$ cat config.mk
export PLATFORM = sky130hd
export DESIGN_NAME = accumulator_control_unit
export DESIGN_NICKNAME = d
export VERILOG_FILES = /design/src/rtl/accumulator_control_unit_pkg.sv /design/src/rtl/accumulator_control_unit_instr_decoder.sv /design/src/rtl/accumulator_control_unit.sv
export SDC_FILE = /design/constraint.sdc
export NUM_CORES = 1
export LEC_CHECK = 0
export CAP_MARGIN = 20
export CORE_AREA = 2 2 63 65
export DETAILED_ROUTE_END_ITERATION = 12
export DIE_AREA = 0 0 65 67
export PLACE_DENSITY_LB_ADDON = 0.25
export SYNTH_ARGS = -nofsm -noshare
export SYNTH_HDL_FRONTEND = slang
export SYNTH_HIERARCHICAL = 1
export SYNTH_SLANG_ARGS = --single-unit
$ cat constraint.sdc
create_clock -name clk -period 4.3 [get_ports clk]
set_clock_uncertainty 0.1 [all_clocks]
set_input_delay 0.645 -clock clk [delete_from_list [all_inputs] [get_ports clk]]
set_output_delay 0.645 -clock clk [all_outputs]
set_load 0.01 [all_outputs]
$ cat src/rtl/accumulator_control_unit_pkg.sv
// Shared definitions for the accumulator CPU sequencer: opcodes, ALU codes, FSM states.
// Pure declarations, no logic or latency.
// No flow control; consumers decode these constants combinationally.
package accumulator_control_unit_pkg;

  localparam int ADDR_W_DEF = 4;
  localparam int DATA_W_DEF = 8;

  // Opcodes live in ir[7:4]; B-E are unassigned and behave as NOP.
  localparam logic [3:0] OP_NOP = 4'h0;
  localparam logic [3:0] OP_LDA = 4'h1;
  localparam logic [3:0] OP_STA = 4'h2;
  localparam logic [3:0] OP_ADD = 4'h3;
  localparam logic [3:0] OP_SUB = 4'h4;
  localparam logic [3:0] OP_AND = 4'h5;
  localparam logic [3:0] OP_OR  = 4'h6;
  localparam logic [3:0] OP_XOR = 4'h7;
  localparam logic [3:0] OP_NOT = 4'h8;
  localparam logic [3:0] OP_JMP = 4'h9;
  localparam logic [3:0] OP_JZ  = 4'hA;
  localparam logic [3:0] OP_HLT = 4'hF;

  typedef enum logic [2:0] {
    ALU_PASS = 3'b000,
    ALU_ADD  = 3'b001,
    ALU_SUB  = 3'b010,
    ALU_AND  = 3'b011,
    ALU_OR   = 3'b100,
    ALU_XOR  = 3'b101,
    ALU_NOT  = 3'b110
  } alu_op_e;

  typedef enum logic [2:0] {
    ST_FETCH   = 3'd0,
    ST_DECODE  = 3'd1,
    ST_EXECUTE = 3'd2,
    ST_MEMLOAD = 3'd3,
    ST_HALT    = 3'd4
  } state_e;

  // Instruction class flags plus the ALU function the instruction needs.
  typedef struct packed {
    logic    is_mem_alu;
    logic    is_store;
    logic    is_not;
    logic    is_jmp;
    logic    is_jz;
    logic    is_halt;
    alu_op_e alu_op;
  } dec_t;

endpackage

$ cat src/rtl/accumulator_control_unit_instr_decoder.sv
// Opcode classifier: maps ir[7:4] to instruction class flags and ALU function.
// Purely combinational, zero cycles.
// No flow control; output follows the opcode input.
module instr_decoder
  import accumulator_control_unit_pkg::*;
(
  input  logic [3:0] opcode,
  output dec_t       dec
);

  // Classify the opcode; unlisted codes fall through as NOP (all flags clear).
  always_comb begin
    dec        = '0;
    dec.alu_op = ALU_PASS;
    case (opcode)
      OP_LDA: begin dec.is_mem_alu = 1'b1; dec.alu_op = ALU_PASS; end
      OP_ADD: begin dec.is_mem_alu = 1'b1; dec.alu_op = ALU_ADD;  end
      OP_SUB: begin dec.is_mem_alu = 1'b1; dec.alu_op = ALU_SUB;  end
      OP_AND: begin dec.is_mem_alu = 1'b1; dec.alu_op = ALU_AND;  end
      OP_OR:  begin dec.is_mem_alu = 1'b1; dec.alu_op = ALU_OR;   end
      OP_XOR: begin dec.is_mem_alu = 1'b1; dec.alu_op = ALU_XOR;  end
      OP_STA: dec.is_store = 1'b1;
      OP_NOT: begin dec.is_not = 1'b1; dec.alu_op = ALU_NOT; end
      OP_JMP: dec.is_jmp  = 1'b1;
      OP_JZ:  dec.is_jz   = 1'b1;
      OP_HLT: dec.is_halt = 1'b1;
      default: dec = '0;
    endcase
  end

endmodule

$ cat src/rtl/accumulator_control_unit.sv
// Fetch/decode/execute sequencer driving memory strobes, ALU select and accumulator load.
// 3 cycles per instruction, 4 for memory-operand ALU ops; HALT is sticky until reset.
// No backpressure: memory is assumed to answer one cycle after memRead.
module accumulator_control_unit
  import accumulator_control_unit_pkg::*;
#(
  parameter int ADDR_W = ADDR_W_DEF,
  parameter int DATA_W = DATA_W_DEF
) (
  input  logic              clk,
  input  logic              resetN,
  input  logic [DATA_W-1:0] memData,
  input  logic              accZero,
  output logic [ADDR_W-1:0] memAddr,
  output logic              memRead,
  output logic              memWrite,
  output logic              loadAcc,
  output logic [2:0]        aluOp,
  output logic [ADDR_W-1:0] pcOut,
  output logic [DATA_W-1:0] irOut,
  output logic              halted
);

  state_e            state_q, state_d;
  logic [ADDR_W-1:0] pc_q, pc_d;
  logic [DATA_W-1:0] ir_q, ir_d;

  logic [ADDR_W-1:0] mem_addr;
  logic              mem_read;
  logic              mem_write;
  logic              load_acc;
  alu_op_e           alu_op;
  logic              halt;
  dec_t              dec;

  instr_decoder u_dec (
    .opcode (ir_q[DATA_W-1 -: 4]),
    .dec    (dec)
  );

  // State, PC and IR registers; async reset aborts any instruction in flight.
  always_ff @(posedge clk or negedge resetN) begin
    if (!resetN) begin
      state_q <= ST_FETCH;
      pc_q    <= '0;
      ir_q    <= '0;
    end else begin
      state_q <= state_d;
      pc_q    <= pc_d;
      ir_q    <= ir_d;
    end
  end

  // Next-state logic and Moore outputs decoded from state and IR.
  always_comb begin
    state_d   = state_q;
    pc_d      = pc_q;
    ir_d      = ir_q;
    mem_addr  = '0;
    mem_read  = 1'b0;
    mem_write = 1'b0;
    load_acc  = 1'b0;
    alu_op    = ALU_PASS;
    halt      = 1'b0;
    case (state_q)
      ST_FETCH: begin
        mem_addr = pc_q;
        mem_read = 1'b1;
        state_d  = ST_DECODE;
      end
      ST_DECODE: begin
        ir_d    = memData;
        pc_d    = pc_q + {{(ADDR_W-1){1'b0}}, 1'b1};
        state_d = ST_EXECUTE;
      end
      ST_EXECUTE: begin
        state_d = ST_FETCH;
        if (dec.is_mem_alu) begin
          mem_addr = ir_q[ADDR_W-1:0];
          mem_read = 1'b1;
          state_d  = ST_MEMLOAD;
        end else if (dec.is_store) begin
          mem_addr  = ir_q[ADDR_W-1:0];
          mem_write = 1'b1;
        end else if (dec.is_not) begin
          alu_op   = ALU_NOT;
          load_acc = 1'b1;
        end else if (dec.is_jmp) begin
          pc_d = ir_q[ADDR_W-1:0];
        end else if (dec.is_jz) begin
          if (accZero) pc_d = ir_q[ADDR_W-1:0];
        end else if (dec.is_halt) begin
          state_d = ST_HALT;
        end
      end
      ST_MEMLOAD: begin
        // Operand read in EXECUTE is on memData now; address held for the datapath.
        mem_addr = ir_q[ADDR_W-1:0];
        load_acc = 1'b1;
        alu_op   = dec.alu_op;
        state_d  = ST_FETCH;
      end
      ST_HALT: begin
        halt = 1'b1;
      end
      default: state_d = ST_FETCH;
    endcase
  end

  // Outputs are forced quiet while reset is asserted, independent of the clock.
  assign memAddr  = resetN ? mem_addr : '0;
  assign memRead  = resetN & mem_read;
  assign memWrite = resetN & mem_write;
  assign loadAcc  = resetN & load_acc;
  assign aluOp    = resetN ? alu_op : ALU_PASS;
  assign halted   = resetN & halt;
  assign pcOut    = pc_q;
  assign irOut    = ir_q;

endmodule

==> impl_results.md <==
* Die Area at 4360 sq um
* Area grow syn2layout at 39.5%
* Root Buffer: clkbuf_8
* Final nets at about 160
* Leakage at between 0.0005 and 0.0006 uW
* Distinct cells, synth at 40
* Placer congestion estimate at just over 0.8
* Sw Share at 43.3%
* Max-cap violations at 0
* Drt initial violations at 79
* Die Height at 67 microns
* Clock network power share at 10.4%
* Die width at ~65 microns
* Clock Latency Late Sink at 250 ps
* H-tree Lvls at 1
* Comb pwr share at between 50 and 60%
* Global-route usage over all layers at 13.8%
* Largest net degree at the start of global routing at 16
* Initial Util at 29.1%
* Maximum VDD drop at 0.000278 V
* Reg clk slew, reported paths at 60 ps
* Via count at a little over 1000
* Synth Flop Type: dfrtp_1
* CP required at 3560 ps
* Final hold violation count at 0
* Setup Viol. Count Final at 0
* First-pass GRT wire length at between 4000 and 5000 microns
* Synthesized area at 1050 sq um
* Crit start category: register
* Register area share after synthesis at 35.8%
* Postcts setup bufs at 0
* Register Area at 375 sq um
* Vias in the first global route at 963
* Seq cells post-synth at 15
* Cts bufs inserted at 3
* Hold crit path type: register to register
* TritonCTS clock tree: built
* Tightest Pin Transition at 879 ps
* Remaining global-route overflow at 0
* Slew Viols, Final at 0
* PwrDens at 754 nW/um^2
* Port Buffers at 33
* Final period util at about 77%
* DRC Markers at 0
* Crit path kind: register to output port
* Post_cts resized at 0
* Rows at 22
* RSZ-0062 raised after global routing: no
* Internal power at 625 uW
* Initial antenna violation count at 0
* Crit path time final at between 3000 and 4000 ps
* Worst setup EP type: output port
* Post-Syn Instances at 116
* Cts hold-fix bufs at 0
* Drt total wl at around 2700 microns
* Total Power at 1100 uW
* Clock Sinks at 15
* Number of antenna diodes at 0
* Multi-input logic area at about 640 sq um
* # fillers at 376
* Antenna-violating nets left at 0
* CTS Buffer Depth at 2
* Setup TNS at 0 ps
* Max Clk Rate at 301 MHz
* I/O pin count at 34
* Outcome: finished, final reports clean
* First-pass iteration count of the detailed router at 4
* Post-DP HPWL at 2060 microns
* Critical path arrival at 2580 ps
* Reg power frac at 31.2%
* Syn avg cell area at 9.04 sq um
* Psw at 478 uW
* Layout cells sized above 1 at 12.7%
* Ys async rst share at 100%
* Wirelength per Cell at 13.9 microns
* Core Area at 3610 sq um
* Crit-path max FO at 8
* Max_slew headroom at 41.1%
* Number of synthesized flops with an enable pin at 0
* Via/cell ratio at 5.10
* Net count after synthesis at 128
* Yosys warns at 6
-- cells in the mapped netlist (3+ instances only) --
library cell / number / area, sq um
nor3_1: 9 / 45.0
nor2_1: 12 / 45.0
a22oi_1: 4 / 30.0
o21ai_0: 3 / 15.0
nand2b_1: 3 / 18.8
nor3b_1: 3 / 22.5
dfrtp_1: 15 / 375
a21oi_1: 6 / 30.0
nand3b_1: 3 / 22.5
mux2_2: 8 / 90.1
nand2_1: 10 / 37.5
-- registers in the layout, indices dropped and copies added (netlist names) --
register,cells
irOut,8
state_q,3
pcOut,4
-- cells in the final DEF, fill, tap and decap left out, drive strengths merged, types with 3 or more instances in the layout --
master,instances
a21oi,7
a22oi,4
clkbuf,4
clkdlybuf4s50,33
dfrtp,15
mux2,8
nand2,10
nand2b,3
nand3b,3
nor2,13
nor3,9
nor3b,6
o21ai,5
-- critical path, cell delays in order, from the launching register on --
cell             delay, ps
dfrtp_1                440
nand2b_1               180
nor3_1                 450
nor3_1                 120
nor3b_2                300
a22oi_1                140
nor2_1                 140
clkdlybuf4s50_1        560
-- power by group through the flow --
stage | combinational, uW | clock (uW) | sequential, uW
floorplan | 417 | 0 | 322
CTS | 650 | 117 | 344
global placement | 634 | 0 | 344
global route | 707 | 129 | 364
detailed placement | 647 | 0 | 347
finish | 643 | 115 | 344
-- kinds of logic after synthesis --
family                   synth area share, %
multiplexers                            8.59
AO/OA/AOI/OAI                           17.4
AND/OR/NAND/NOR                         33.5
buffers and inverters                   3.46
adder cells (fa/ha/maj)                 1.19
flip-flops                              35.8
-- per-stage QoR --
stage	instances	utilization [%]	cell area, sq um	hold WS, ps	worst slack (ps)
2_1_floorplan	116	-	1050	249	1960
3_3_place_gp	194	39.3	1420	481	1110
3_5_place_dp	194	39.3	1420	484	1030
4_1_cts	198	40.6	1460	498	953
5_1_grt	198	40.6	1460	528	771
6_report	198	40.6	1460	498	974
-- path summary, 6_finish.rpt --
kind / slack, ps / start / endpoint / cells after the start
max in group asynchronous: 2910 / resetN / pcOut[1]$_DFFE_PN0P_ / 2
worst max register to register: 2060 / irOut[7]$_DFFE_PN0P_ / pcOut[3]$_DFFE_PN0P_ / 6
worst min register to register: 500 / irOut[1]$_DFFE_PN0P_ / irOut[1]$_DFFE_PN0P_ / 1
worst max-delay path: 970 / irOut[4]$_DFFE_PN0P_ / memAddr[0] / 7
min in group asynchronous: 650 / resetN / irOut[4]$_DFFE_PN0P_ / 1
worst min-delay path: 500 / irOut[1]$_DFFE_PN0P_ / irOut[1]$_DFFE_PN0P_ / 1
-- layer usage --
metal / vias to the layer above / global-route usage (%) / part of all wire [%]
li1: 498 / - / -
met1: 476 / 18.0 / 45
met2: 30 / 22.0 / 49
met3: 6 / 2.70 / 3.6
met4: 0 / 6.38 / 2.1
met5: - / 0 / 0
-- cell type report --
cell class / instances / share of cell area (%)
multi-input combinational: 95 / 43.5
sequential: 15 / 25.7
timing repair buffer: 34 / 23.1
tap: 48 / 4.11
clock buffer: 4 / 3.08
inverter: 2 / 0.513
No activity file was read; power rests on OpenSTA's default activity.
